**src/rtl/seq_multi_param.sv**
```systemverilog
`default_nettype none
// ---------------------------------------------------------------------------
// | Module   : seq_multi_param                                              |
// | Brief    : shift-add multiplier, signed/unsigned, start/busy/done       |
// | Revision : 1.0                                                          |
// ---------------------------------------------------------------------------
module seq_multi_param #(
  parameter int WIDTH = 4
) (
  input  logic                 clk,
  input  logic                 rst_n,
  input  logic                 start,
  input  logic                 signed_mode,
  input  logic [WIDTH-1:0]     a,
  input  logic [WIDTH-1:0]     b,
  output logic                 busy,
  output logic                 done,
  output logic [2*WIDTH-1:0]   p
);

  localparam int c_CNT_W = $clog2(WIDTH + 1);
  localparam logic [c_CNT_W-1:0] c_LAST = c_CNT_W'(WIDTH - 1);

  typedef enum logic [1:0] {
    S_IDLE = 2'd0,
    S_RUN  = 2'd1,
    S_DONE = 2'd2
  } state_t;

  state_t               r_state;
  state_t               w_state_nxt;
  logic [2*WIDTH-1:0]   r_acc;
  logic [2*WIDTH-1:0]   r_mcand;
  logic [WIDTH-1:0]     r_mplier;
  logic [c_CNT_W-1:0]   r_cnt;
  logic                 r_neg;
  logic                 r_done;
  logic [2*WIDTH-1:0]   r_p;
  logic [WIDTH-1:0]     w_a_mag;
  logic [WIDTH-1:0]     w_b_mag;

  // Magnitude of the most negative value still fits as an unsigned WIDTH-bit number.
  assign w_a_mag = (signed_mode && a[WIDTH-1]) ? -a : a;
  assign w_b_mag = (signed_mode && b[WIDTH-1]) ? -b : b;

  always_ff @(posedge clk or negedge rst_n) begin
    if (!rst_n) begin
      r_state <= S_IDLE;
    end else begin
      r_state <= w_state_nxt;
    end
  end

  always_comb begin
    w_state_nxt = r_state;
    unique case (r_state)
      S_IDLE:  if (start) w_state_nxt = S_RUN;
      S_RUN:   if (r_cnt == c_LAST) w_state_nxt = S_DONE;
      S_DONE:  w_state_nxt = S_IDLE;
      default: w_state_nxt = S_IDLE;
    endcase
  end

  always_ff @(posedge clk or negedge rst_n) begin
    if (!rst_n) begin
      r_acc    <= '0;
      r_mcand  <= '0;
      r_mplier <= '0;
      r_cnt    <= '0;
      r_neg    <= 1'b0;
      r_done   <= 1'b0;
      r_p      <= '0;
    end else begin
      r_done <= 1'b0;
      unique case (r_state)
        S_IDLE: begin
          if (start) begin
            r_mcand  <= {{WIDTH{1'b0}}, w_a_mag};
            r_mplier <= w_b_mag;
            r_neg    <= signed_mode & (a[WIDTH-1] ^ b[WIDTH-1]);
            r_acc    <= '0;
            r_cnt    <= '0;
          end
        end
        S_RUN: begin
          if (r_mplier[0]) r_acc <= r_acc + r_mcand;
          r_mcand  <= r_mcand << 1;
          r_mplier <= r_mplier >> 1;
          r_cnt    <= r_cnt + c_CNT_W'(1);
        end
        S_DONE: begin
          r_p    <= r_neg ? -r_acc : r_acc;
          r_done <= 1'b1;
        end
        default: begin
          r_done <= 1'b0;
        end
      endcase
    end
  end

  assign busy = (r_state != S_IDLE);
  assign done = r_done;
  assign p    = r_p;

endmodule
`default_nettype wire
```
**config.mk**
```make
export PLATFORM = sky130hd
export DESIGN_NAME = seq_multi_param
export DESIGN_NICKNAME = d
export VERILOG_FILES = /design/src/rtl/seq_multi_param.sv
export SDC_FILE = /design/constraint.sdc
export NUM_CORES = 1
export LEC_CHECK = 0
export BUFFER_PORTS_ARGS = -buffer_cell sky130_fd_sc_hd__buf_2
export CAP_MARGIN = 10
export CORE_ASPECT_RATIO = 0.9
export CORE_MARGIN = 1.5
export CORE_UTILIZATION = 52
export DETAILED_ROUTE_END_ITERATION = 10
export GPL_TIMING_DRIVEN = 1
export MAX_ROUTING_LAYER = met4
export PLACE_DENSITY = 0.85
export SLEW_MARGIN = 10
export SYNTH_ARGS = -nofsm -noshare
export SYNTH_HDL_FRONTEND = slang
export SYNTH_SLANG_ARGS = --single-unit
```
**constraint.sdc**
```tcl
create_clock -name clk -period 1.9 [get_ports clk]
set_input_delay 0.19 -clock clk [delete_from_list [all_inputs] [get_ports clk]]
set_output_delay 0.19 -clock clk [all_outputs]
set_load 0.005 [all_outputs]
```
=== Word level (Yosys, flattened, before mapping) ===
Cells that the tools add are included.

* Multipliers: 0
* Reductions and logical operators: 9
* Div/mod/pow operators: 0
* $add $sub $neg: 5
* Bitwise operators: 2
* Eq/ne operators: 6
* Mux-type cells: 16
* Shift operators: 0
* $lt $le $gt $ge: 0

{| class="wikitable"
|+ Operators with widths
! kind !! number
|-
| 8-bit two-way mux || 4
|-
| 8-bit one-hot mux with 2 select lines || 2
|-
| 4-bit two-way mux || 3
|-
| 8-bit adder || 1
|-
| 4-bit negation || 2
|-
| 8-bit negation || 1
|-
| 4-bit one-hot mux with 2 select lines || 1
|-
| 2-bit inequality test, second input constant || 3
|-
| 3-bit one-hot mux with 2 select lines || 1
|-
| 2-bit AND reduction || 3
|-
| 2-bit two-way mux || 2
|-
| 2-bit one-hot mux with 2 select lines || 1
|-
| 2-bit nonzero test || 2
|-
| 3-bit by 1-bit adder with 3-bit output, second input constant || 1
|-
| 3-bit by 2-bit == test with 1-bit output, second input constant || 1
|-
| 3-bit two-way mux || 1
|-
| 3-bit AND reduction || 1
|-
| 2-bit by 1-bit == test with 1-bit output, second input constant || 1
|-
| 2-bit == test, second input constant || 1
|-
| 1-bit logical AND || 2
|-
| 2-bit logical NOT || 1
|-
| 1-bit bitwise AND || 1
|-
| 1-bit two-way mux || 1
|-
| 1-bit bitwise XOR || 1
|}

* Register bits: 35
* Bits of input ports: 12
* Bits in latches: 0
* Bits in read-only memories: 0
* Memories: 0
* RAM bits: 0
* Output and inout port bits: 10

=== Longest topological paths before layout ===
Gate-level depths: netlist (run 1).

* Depth after elaboration: 4
* Depth in mapped cells: 7

=== Worst setup path after synthesis (run 1) ===
No wires, ideal clock.

* Kind: flip-flop to flip-flop
* Start: register r_acc[1]
* End: register r_acc[7]
* Data arrival time: 1878 ps
* Stages on the path, launching flop included: 7
* Required time: 1821 ps
* Path slack: -58 ps
* Cells stage by stage: dfrtp_1 -> ha_1 -> a211oi_1 -> nor3_1 -> or4_1 -> o211ai_1 -> mux2i_1

* Longest elaborated chain between the ends: 3

{| class="wikitable"
|+ RTL lines
! what !! RTL line !! source
|-
| start, declared || 32 || <nowiki>logic [2*WIDTH-1:0] r_acc;</nowiki>
|-
| start signal, assigned || 86 || <nowiki>if (r_mplier[0]) r_acc <= r_acc + r_mcand;</nowiki>
|-
| 8-bit adder || 86 ||
|-
| 8-bit two-way mux || 86 ||
|-
| 8-bit one-hot mux with 2 select lines || 75 || <nowiki>unique case (r_state)</nowiki>
|}

Every way passes these cells. The select of a mux whose other input is x is not followed.
A chain may end at the register's enable or synchronous reset.

=== Final worst setup path (run 1) ===
* Start: register r_mcand[1]
* End: register r_acc[7]

* Longest elaborated chain between the ends: 3

{| class="wikitable"
|+ RTL lines
! what !! RTL line !! source
|-
| start, declared || 33 || <nowiki>logic [2*WIDTH-1:0] r_mcand;</nowiki>
|-
| start signal, assigned || 78 || <nowiki>r_mcand <= {{WIDTH{1'b0}}, w_a_mag};</nowiki>
|-
| start signal, assigned || 87 || <nowiki>r_mcand <= r_mcand << 1;</nowiki>
|-
| 8-bit adder || 86 ||
|-
| 8-bit two-way mux || 86 ||
|-
| 8-bit one-hot mux with 2 select lines || 75 ||
|}

Every way passes these cells. The select of a mux whose other input is x is not followed.

==> impl_metrics.tcl, run 1 <==
set metrics [dict create \
    cp_data_arrival_time_ns 1.99 \
    gp_congestion 0.838 \
    start_util_pct 56.1 \
    setup_viol 0 \
    p_sw_mw 1.36 \
    core-area_sq_um 3480 \
    hpwl_mm 2.89 \
    synth_nets 228 \
    utilization_pct 67.9 \
    grt_overflow 0 \
    vias 1563 \
    r2r_slack_ns 0.12 \
    crit_type "flip-flop to flip-flop" \
    vdd_drop_max_mv 0.756 \
    viasPerCell 5.50 \
    numClockSinks 35 \
    drive_gt1_share_pct 22.1 \
    io_pins 22 \
    cp.required_ns 2.11 \
    power_frac_comb_pct 47.7 \
    track_usage_pct 22.1 \
    synth_enable_flop_cells 0 \
    yosysWarnings 0 \
    p_per_area_nw_per_um2 1500 \
    cp-startpoint "r_mcand[1]" \
    area_growth_syn_to_layout_pct 21.0 \
    antenna_found_initial 0 \
    fin_ws_ns 0.120 \
    portBuffers 21 \
    yosysUniqueCellTypes 36 \
    grt_pass1_wl_mm 6.52 \
    rsz0062_at_grt "no" \
    yosys.area.top_type "dfrtp_1" \
    routedWlPerCell_microns 13.6 \
    cts_tree "done" \
    filler_cell_count 277 \
    synth_ff_type "dfrtp_1" \
    die_w_microns 67.6 \
    synth_seq_cells 35 \
    numCtsBuffers 5 \
    fp.dieH_microns 61.1 \
    synth_top_area_share_pct 44.9 \
    endpoint_kind "flip-flop" \
    total_power_mw 3.55 \
    syn_avg_cell_area_sq_um 9.61 \
    p_int_mw 2.19 \
    p_clk_share_pct 16.6 \
    routed_wl_mm 3.85 \
    synth_most_common_cell "dfrtp_1" \
    outcome "completed" \
    ctsLongestPathBuffers 2 \
    crit_end "r_acc[7]" \
    rr_worst_depth 6 \
    grt_max_degree 36 \
    ant_nets 0 \
    fmax_mhz 562 \
    std_cell_rows 20 \
    drt_iter0_drc 35 \
    path_clk_slew_ns 0.07 \
    clock-root-buffer "clkbuf_8" \
    p_leak_nw 1.13 \
    synthTopCellsByArea "dfrtp_1 45%, ha_1 7.7%, nand2_1 5.8%, o21ai_0 5.6%, xor2_1 4.0%" \
    syn_area_sq_um 1950 \
    r2r-start "r_mcand[1]" \
    grt_pass1_vias 1477 \
    dieArea_sq_um 4130 \
    worstSkewPairLatency_ns 0.29 \
    swShare_pct 38.3 \
    period_share_pct 93.7 \
    drc_errors 0 \
    worst_pin_slew_ns 0.962 \
    diodes 0 \
    cts_htree_levels 2 \
    synth_cells 203 \
    slew_viol_final 0 \
    seq_area_frac_synth_pct 44.9 \
    regToRegEndpoint "r_acc[7]" \
    pwr-share-seq_pct 35.7 \
    slew_headroom_pct 35.7 \
    start_kind "flip-flop" \
    worst-path-max-fanout 2 \
    ys_async_sr_fraction_pct 100 \
    nets 264 \
    post_cts_buffers 0 \
    fin_skew_ns 0.00542 \
    hold_path.class "input port to flip-flop" \
    place_ws_ns 0.0189 \
    fin_crit_ns 1.78 \
    setup_tns_ns 0 \
    cap_violations 0 \
    drtPass1Iterations 4 \
    final_hold_viol_count 0 \
    synth_common_cells "35 x dfrtp_1, 30 x nand2_1, 22 x o21ai_0, 12 x ha_1" \
]
[kinds of logic (layout without fill, tap and decap cells)]
family	count (synthesis)	after routing	synth area share, %
AND/OR/NAND/NOR	66	66	16.5
AO/OA/AOI/OAI	57	57	18.8
flip-flops	35	35	44.9
buffers and inverters	15	52	3.14
adder cells (fa/ha/maj)	13	13	8.72
XOR/XNOR	12	12	5.39
multiplexers	5	5	2.57
[final cells by class]
cell class / instances / area [sq um] / area share [%]
Inverter: 9 / 33.8 / 1.43
Tap cell: 44 / 55.1 / 2.33
Clock buffer: 8 / 100 / 4.24
Timing Repair Buffer: 35 / 213 / 9.01
Sequential cell: 35 / 876 / 37.1
Multi-Input combinational cell: 153 / 1080 / 45.9
[placed cells by master (no fill, tap or decap), types with 4 or more instances in the layout]
cell and count:
dfrtp_1 35, mux2i_1 5, ha_1 7, xor2_1 9, o21ai_0 22, inv_1 9, nor2_1 9, buf_4 13
o31ai_1 4, a21oi_1 5, clkbuf_8 7, nand3_1 4, nand2b_1 6, a22o_1 7, nor2b_1 5, nand2_1 30
buf_2 21
[power groups by stage]
stage	combinational, mW	clock [mW]	sequential [mW]
floorplan	1.06	0	1.25
global placement	1.53	0	1.24
detailed placement	1.60	0	1.26
CTS	1.61	0.597	1.24
global route	1.92	0.634	1.32
finish	1.69	0.589	1.27
[metal layers]
layer	vias to the layer above	GRT usage, %	part of all wire [%]
li1	788	-	-
met4	0	8.75	1.8
met5	-	-	0
met2	28	35.6	46
met1	738	27.1	48
met3	9	5.12	3.7
[per-stage QoR]
stage	hold slack, ns	cells	instance area (sq um)
detailed placement	0.299	275	2190
global route	0.193	284	2360
global placement	0.296	275	2190
CTS	0.184	284	2300
finish	0.188	284	2360
floorplan	-0.106	203	1960
[state kept, by name, indices dropped and copies added, names as in the netlist]
signal	flops
done	1
p	8
r_acc	8
r_cnt	3
r_mcand	8
r_mplier	4
r_neg	1
r_state	2
[how the worst min path moves through the flow]
stage                     slack [ns]           to  startpoint  cells past startpoint
after global placement          0.30         p[0]       rst_n                      1
final                           0.19  r_mplier[3]        b[3]                      2
after CTS                       0.18  r_mplier[3]        b[3]                      2
after floorplan                -0.11         done       rst_n                      0
after global routing            0.19  r_mplier[3]        b[3]                      2
after detailed placement        0.30         done       rst_n                      1
[what timing repair did]
| item | 4_1_cts | 5_1_grt |
|---|---|---|
| endpoints found under the hold margin | 31 | 0 |
| endpoints found under the setup margin | 0 | 3 |
| gates resized for setup | 0 | 10 |
| hold buffers | 1 | 0 |
[critical path: stages (launching register included)]
cell	delay [ns]
dfrtp_1	0.41
ha_4	0.26
a211oi_4	0.26
nor3_2	0.07
or4_1	0.39
o211ai_1	0.11
mux2i_1	0.20
No activity file was read; power rests on OpenSTA's default activity.
==> run 2: changes to the inputs <==
Settings changed: CAP_MARGIN 10 to 30, CORE_UTILIZATION 52 to 36, PLACE_DENSITY 0.85 to 0.65.
==> run 2 against run 1 <==
The run now ends with hold timing left; critical path depth is the same; final area rose by 1.0%; wire length up 0.88%; register-to-register slack barely moved; clock-buffer cell count unchanged; clock power is essentially flat; via count shrank 1.3%; critical path type unchanged; largest cell class unchanged; highest routed layer unchanged.
==> impl_metrics.tcl, run 2 (synthesized netlist as in run 1, its figures left out) <==
set metrics [dict create \
    numCtsBuffers 5 \
    endpoint_kind "flip-flop" \
    final_common_cell "dfrtp_1" \
    fmax_mhz 560 \
    fin_cells 309 \
    drt_iter0_drc 47 \
    crit_end "r_acc[7]" \
    holdBufCountCts 0 \
    routedWlPerCell_microns 12.6 \
    grt_overflow 0 \
    path_clk_slew_ns 0.07 \
    io_pins 22 \
    crit_chain "ha_4, a21oi_1, nor2b_1, or4_1, o211ai_1, mux2i_1" \
    slew_viol_final 0 \
    multi_input_area_sq_um 1070 \
    place_ws_ns 0.00923 \
    r2r_slack_ns 0.11 \
    routed_wl_mm 3.88 \
    fin_crit_ns 1.79 \
    fin_skew_ns 0.00730 \
    fin_area_sq_um 2380 \
    period_share_pct 94.0 \
    critical_path.max_stage_delay_ns 0.51 \
    start_util_pct 37.3 \
    std_cell_rows 25 \
    track_usage_pct 16.1 \
    grt_pass1_wl_mm 7.00 \
    hold_slack_ns -0.0231 \
    vias 1542 \
    r2r-start "r_mcand[4]" \
    filler_cell_count 500 \
    area_growth_syn_to_layout_pct 22.3 \
    regArea_sq_um 876 \
    clock-root-buffer "clkbuf_8" \
    outcome "finished, violations left" \
    setup_viol 0 \
    vdd_drop_max_mv 0.771 \
    final_cell_mix "35 x dfrtp_1, 30 x nand2_1, 22 x o21ai_0, 21 x buf_2, 16 x buf_4" \
    worst_pin_slew_ns 0.781 \
    dp.cells 299 \
    rr_worst_depth 6 \
    dieArea_sq_um 5870 \
    ant_nets 0 \
    viasPerCell 4.99 \
    cp-startpoint "r_mcand[4]" \
    regToRegEndpoint "r_acc[7]" \
    drc_errors 0 \
    die_w_microns 80.6 \
    ctsLongestPathBuffers 2 \
    nets 266 \
    diodes 0 \
    worstSkewPairLatency_ns 0.29 \
    fp.dieH_microns 72.8 \
    hpwl_mm 2.87 \
    p_leak_nw 1.13 \
    rsz0062_at_grt "no" \
    crit_type "flip-flop to flip-flop" \
    fin_ws_ns 0.114 \
    cp.required_ns 2.11 \
    drive_gt1_share_pct 23.1 \
    grt_pass1_vias 1529 \
    antenna_found_initial 0 \
    total_power_mw 3.53 \
    start_kind "flip-flop" \
    cts_tree "done" \
    dpl-instance-area_sq_um 2220 \
    portBuffers 21 \
    drtPass1Iterations 4 \
    cp_data_arrival_time_ns 2.00 \
    final_hold_viol_count 35 \
    p_per_area_nw_per_um2 1480 \
    slew_headroom_pct 47.9 \
    core-area_sq_um 5220 \
    numClockSinks 35 \
    grt_max_degree 36 \
    gp_congestion 0.789 \
    cap_violations 0 \
    worst-path-max-fanout 4 \
    setup_tns_ns 0 \
    hold_path.class "input port to async pin" \
    cpMaxStageDelayCell "or4_1" \
    cts_htree_levels 2 \
    violations "hold timing" \
    utilization_pct 45.7 \
]
-- run 2: worst max-delay path, delay by kind of cell (launching register included) --
family          cells  cell delay, ns
compound gates      2            0.24
fa+ha+maj           1            0.25
mux                 1            0.20
simple gates        2            0.59
flops               1            0.44
-- run 2: final cells by class --
class / instances / share of cell area [%]
Tap cell: 67 / 3.52
Inverter: 9 / 1.42
Multi-Input combinational cell: 153 / 44.7
Clock buffer: 8 / 4.20
Sequential cell: 35 / 36.7
Timing Repair Buffer: 37 / 9.44
-- run 2: how the worst min path moves through the flow --
stage | cells after the start | start | slack, ns | end
2_1_floorplan | 0 | rst_n | -0.11 | done
3_3_place_gp | 1 | rst_n | 0.32 | p[1]
3_5_place_dp | 1 | rst_n | 0.32 | p[2]
4_1_cts | 1 | rst_n | 0.0006 | p[2]
5_1_grt | 1 | rst_n | 0.04 | p[4]
6_report | 1 | rst_n | -0.02 | p[4]
-- run 2: timing repair --
| item | CTS | global route |
|---|---|---|
| endpoints found under the setup margin | 1 | 4 |
| setup buffers | 1 | 0 |
| gates resized for setup | 1 | 8 |
| pin swaps | 4 | 2 |
-- run 2: power by group --
group / total (mW) / switching, mW / internal [mW]
Combinational: 1.67 / 0.853 / 0.816
Clock: 0.589 / 0.258 / 0.331
Sequential: 1.27 / 0.230 / 1.04
-- run 2: metal layers --
| layer | vias to the layer above | track usage, % | routed length, microns |
|---|---|---|---|
| met5 | - | - | 0 |
| met4 | 0 | 5.17 | 56 |
| met3 | 8 | 3.75 | 128 |
| met2 | 23 | 24.1 | 1710 |
| met1 | 719 | 21.5 | 1990 |
| li1 | 792 | - | - |
==> run 3: changes to the inputs <==
==> constraint.sdc (replaced) <==
create_clock -name clk -period 1.9 [get_ports clk]
set_input_delay 0.475 -clock clk [delete_from_list [all_inputs] [get_ports clk]]
set_output_delay 0.475 -clock clk [all_outputs]
set_load 0.005 [all_outputs]
==> run 3 against run 2 <==
The run now ends clean; clock-buffer cell count unchanged; sequential power about the same; die area unchanged; maximum frequency decreased by 0.79%; critical endpoint unchanged; largest cell class unchanged; largest power group unchanged.
==> impl_metrics.tcl, run 3 (synthesized netlist as in run 1, its figures left out) <==
set metrics [dict create \
    outcome "completed" \
    gp_congestion 0.794 \
    cpMaxStageDelayCell "dfrtp_1" \
    portBuffers 21 \
    start_util_pct 37.3 \
    fin_crit_ns 1.80 \
    filler_cell_count 500 \
    critical_path.max_stage_delay_ns 0.41 \
    p_clk_share_pct 16.6 \
    period_share_pct 94.8 \
    final_hold_viol_count 0 \
    nets 266 \
    worst_pin_slew_ns 0.539 \
    p_int_mw 2.20 \
    hold_slack_ns 0.217 \
    fin_skew_ns 0.00719 \
    rsz0062_at_grt "no" \
    cp-startpoint "r_mcand[1]" \
    core-area_sq_um 5220 \
    ant_nets 0 \
    drt_iter0_drc 83 \
    hold_path.class "input port to async pin" \
    grt_pass1_wl_mm 6.85 \
    start_kind "flip-flop" \
    cp.required_ns 2.11 \
    power_frac_comb_pct 47.7 \
    numCtsBuffers 5 \
    viasPerCell 4.96 \
    track_usage_pct 15.7 \
    cp_top_family "simple AND/OR/NAND/NOR gates" \
    hpwl_mm 2.90 \
    total_power_mw 3.55 \
    slew_headroom_pct 64.1 \
    vias 1532 \
    grt_pass1_vias 1546 \
    worstSkewPairLatency_ns 0.28 \
    swShare_pct 38.2 \
    regToRegEndpoint "r_acc[7]" \
    endpoint_kind "flip-flop" \
    pwr-share-seq_pct 35.7 \
    ctsLongestPathBuffers 2 \
    crit_type "flip-flop to flip-flop" \
    drive_gt1_share_pct 23.1 \
    place_ws_ns 0.0356 \
    fp.dieH_microns 72.8 \
    final_common_cell "dfrtp_1" \
    drc_errors 0 \
    r2r-start "r_mcand[1]" \
    routed_wl_mm 3.92 \
    routedWlPerCell_microns 12.7 \
    slew_viol_final 0 \
    p_leak_nw 1.14 \
    crit_chain "ha_4, a211oi_4, nor3_2, or4_1, o211ai_1, mux2i_1" \
    grt_overflow 0 \
    grt_max_degree 36 \
    p_sw_mw 1.35 \
    numClockSinks 35 \
    fmax_mhz 555 \
    setup_viol 0 \
    diodes 0 \
    die_w_microns 80.6 \
    cts_htree_levels 2 \
    cap_violations 0 \
    r2r_slack_ns 0.1 \
    antenna_found_initial 0 \
    final_cell_mix "35 x dfrtp_1, 30 x nand2_1, 22 x o21ai_0, 21 x buf_2, 16 x buf_4" \
    path_clk_slew_ns 0.07 \
    clock-root-buffer "clkbuf_8" \
    vdd_drop_max_mv 0.667 \
    drtPass1Iterations 4 \
    rr_worst_depth 6 \
    dieArea_sq_um 5870 \
    cp_data_arrival_time_ns 2.01 \
    area_growth_syn_to_layout_pct 22.6 \
    io_pins 22 \
    setup_tns_ns 0 \
    post_cts_buffers 0 \
    fin_ws_ns 0.0997 \
    cp.buffers_inverters 0 \
    p_per_area_nw_per_um2 1480 \
    cts_tree "done" \
    std_cell_rows 25 \
    worst-path-max-fanout 2 \
]
==> run 3: cell counts in the layout (fill, tap and decap cells not counted) <==
No cell type changed its count.
==> run 3: cell type report <==
cell class                      count  area, sq um  area share (%)
Multi-Input combinational cell    153         1070            44.9
Inverter                            9         33.8            1.41
Tap cell                           67         83.8            3.50
Clock buffer                        8          100            4.18
Timing Repair Buffer               37          225            9.41
Sequential cell                    35          876            36.6
==> run 3: worst reg2reg max path: cells and delay by family, from the launching register on <==
kind | cells | cell delay [ns]
AND/OR/NAND/NOR | 2 | 0.47
flip-flops | 1 | 0.41
AO/OA/AOI/OAI | 2 | 0.39
adder cells (fa/ha/maj) | 1 | 0.27
multiplexers | 1 | 0.19
==> run 3: through the flow <==
step,area (sq um),cells,util (%)
3_3_place_gp,2240,301,42.8
2_1_floorplan,1960,203,-
3_5_place_dp,2240,301,42.8
6_report,2390,309,45.8
5_1_grt,2390,309,45.8
4_1_cts,2340,309,44.7
==> run 3: per-layer routing <==
layer / track usage, % / routed length [microns] / up-vias
li1: - / - / 797
met4: 4.60 / 44 / 0
met5: - / 0 / -
met1: 19.6 / 1980 / 711
met3: 3.75 / 131 / 4
met2: 25.3 / 1770 / 20
==> run 3: repair_timing <==
item,CTS,global route
hold buffers,0,0
setup endpoints to repair,0,3
resized for setup,0,10
==> run 3: worst max path at each step <==
stage / slack, ns / depth (start not counted) / to
floorplan: 0.02 / 6 / r_acc[7]
global placement: 0.05 / 6 / r_acc[7]
detailed placement: 0.04 / 7 / r_acc[6]
CTS: 0.01 / 6 / r_acc[7]
global route: 0.01 / 6 / r_acc[7]
finish: 0.1 / 6 / r_acc[7]
==> run 3: power groups by stage <==
stage               sequential [mW]  clock [mW]  combinational, mW
floorplan                      1.25           0               1.06
global placement               1.25           0               1.58
detailed placement             1.27           0               1.62
CTS                            1.25       0.608               1.63
global route                   1.31       0.664               1.95
finish                         1.27       0.590               1.69
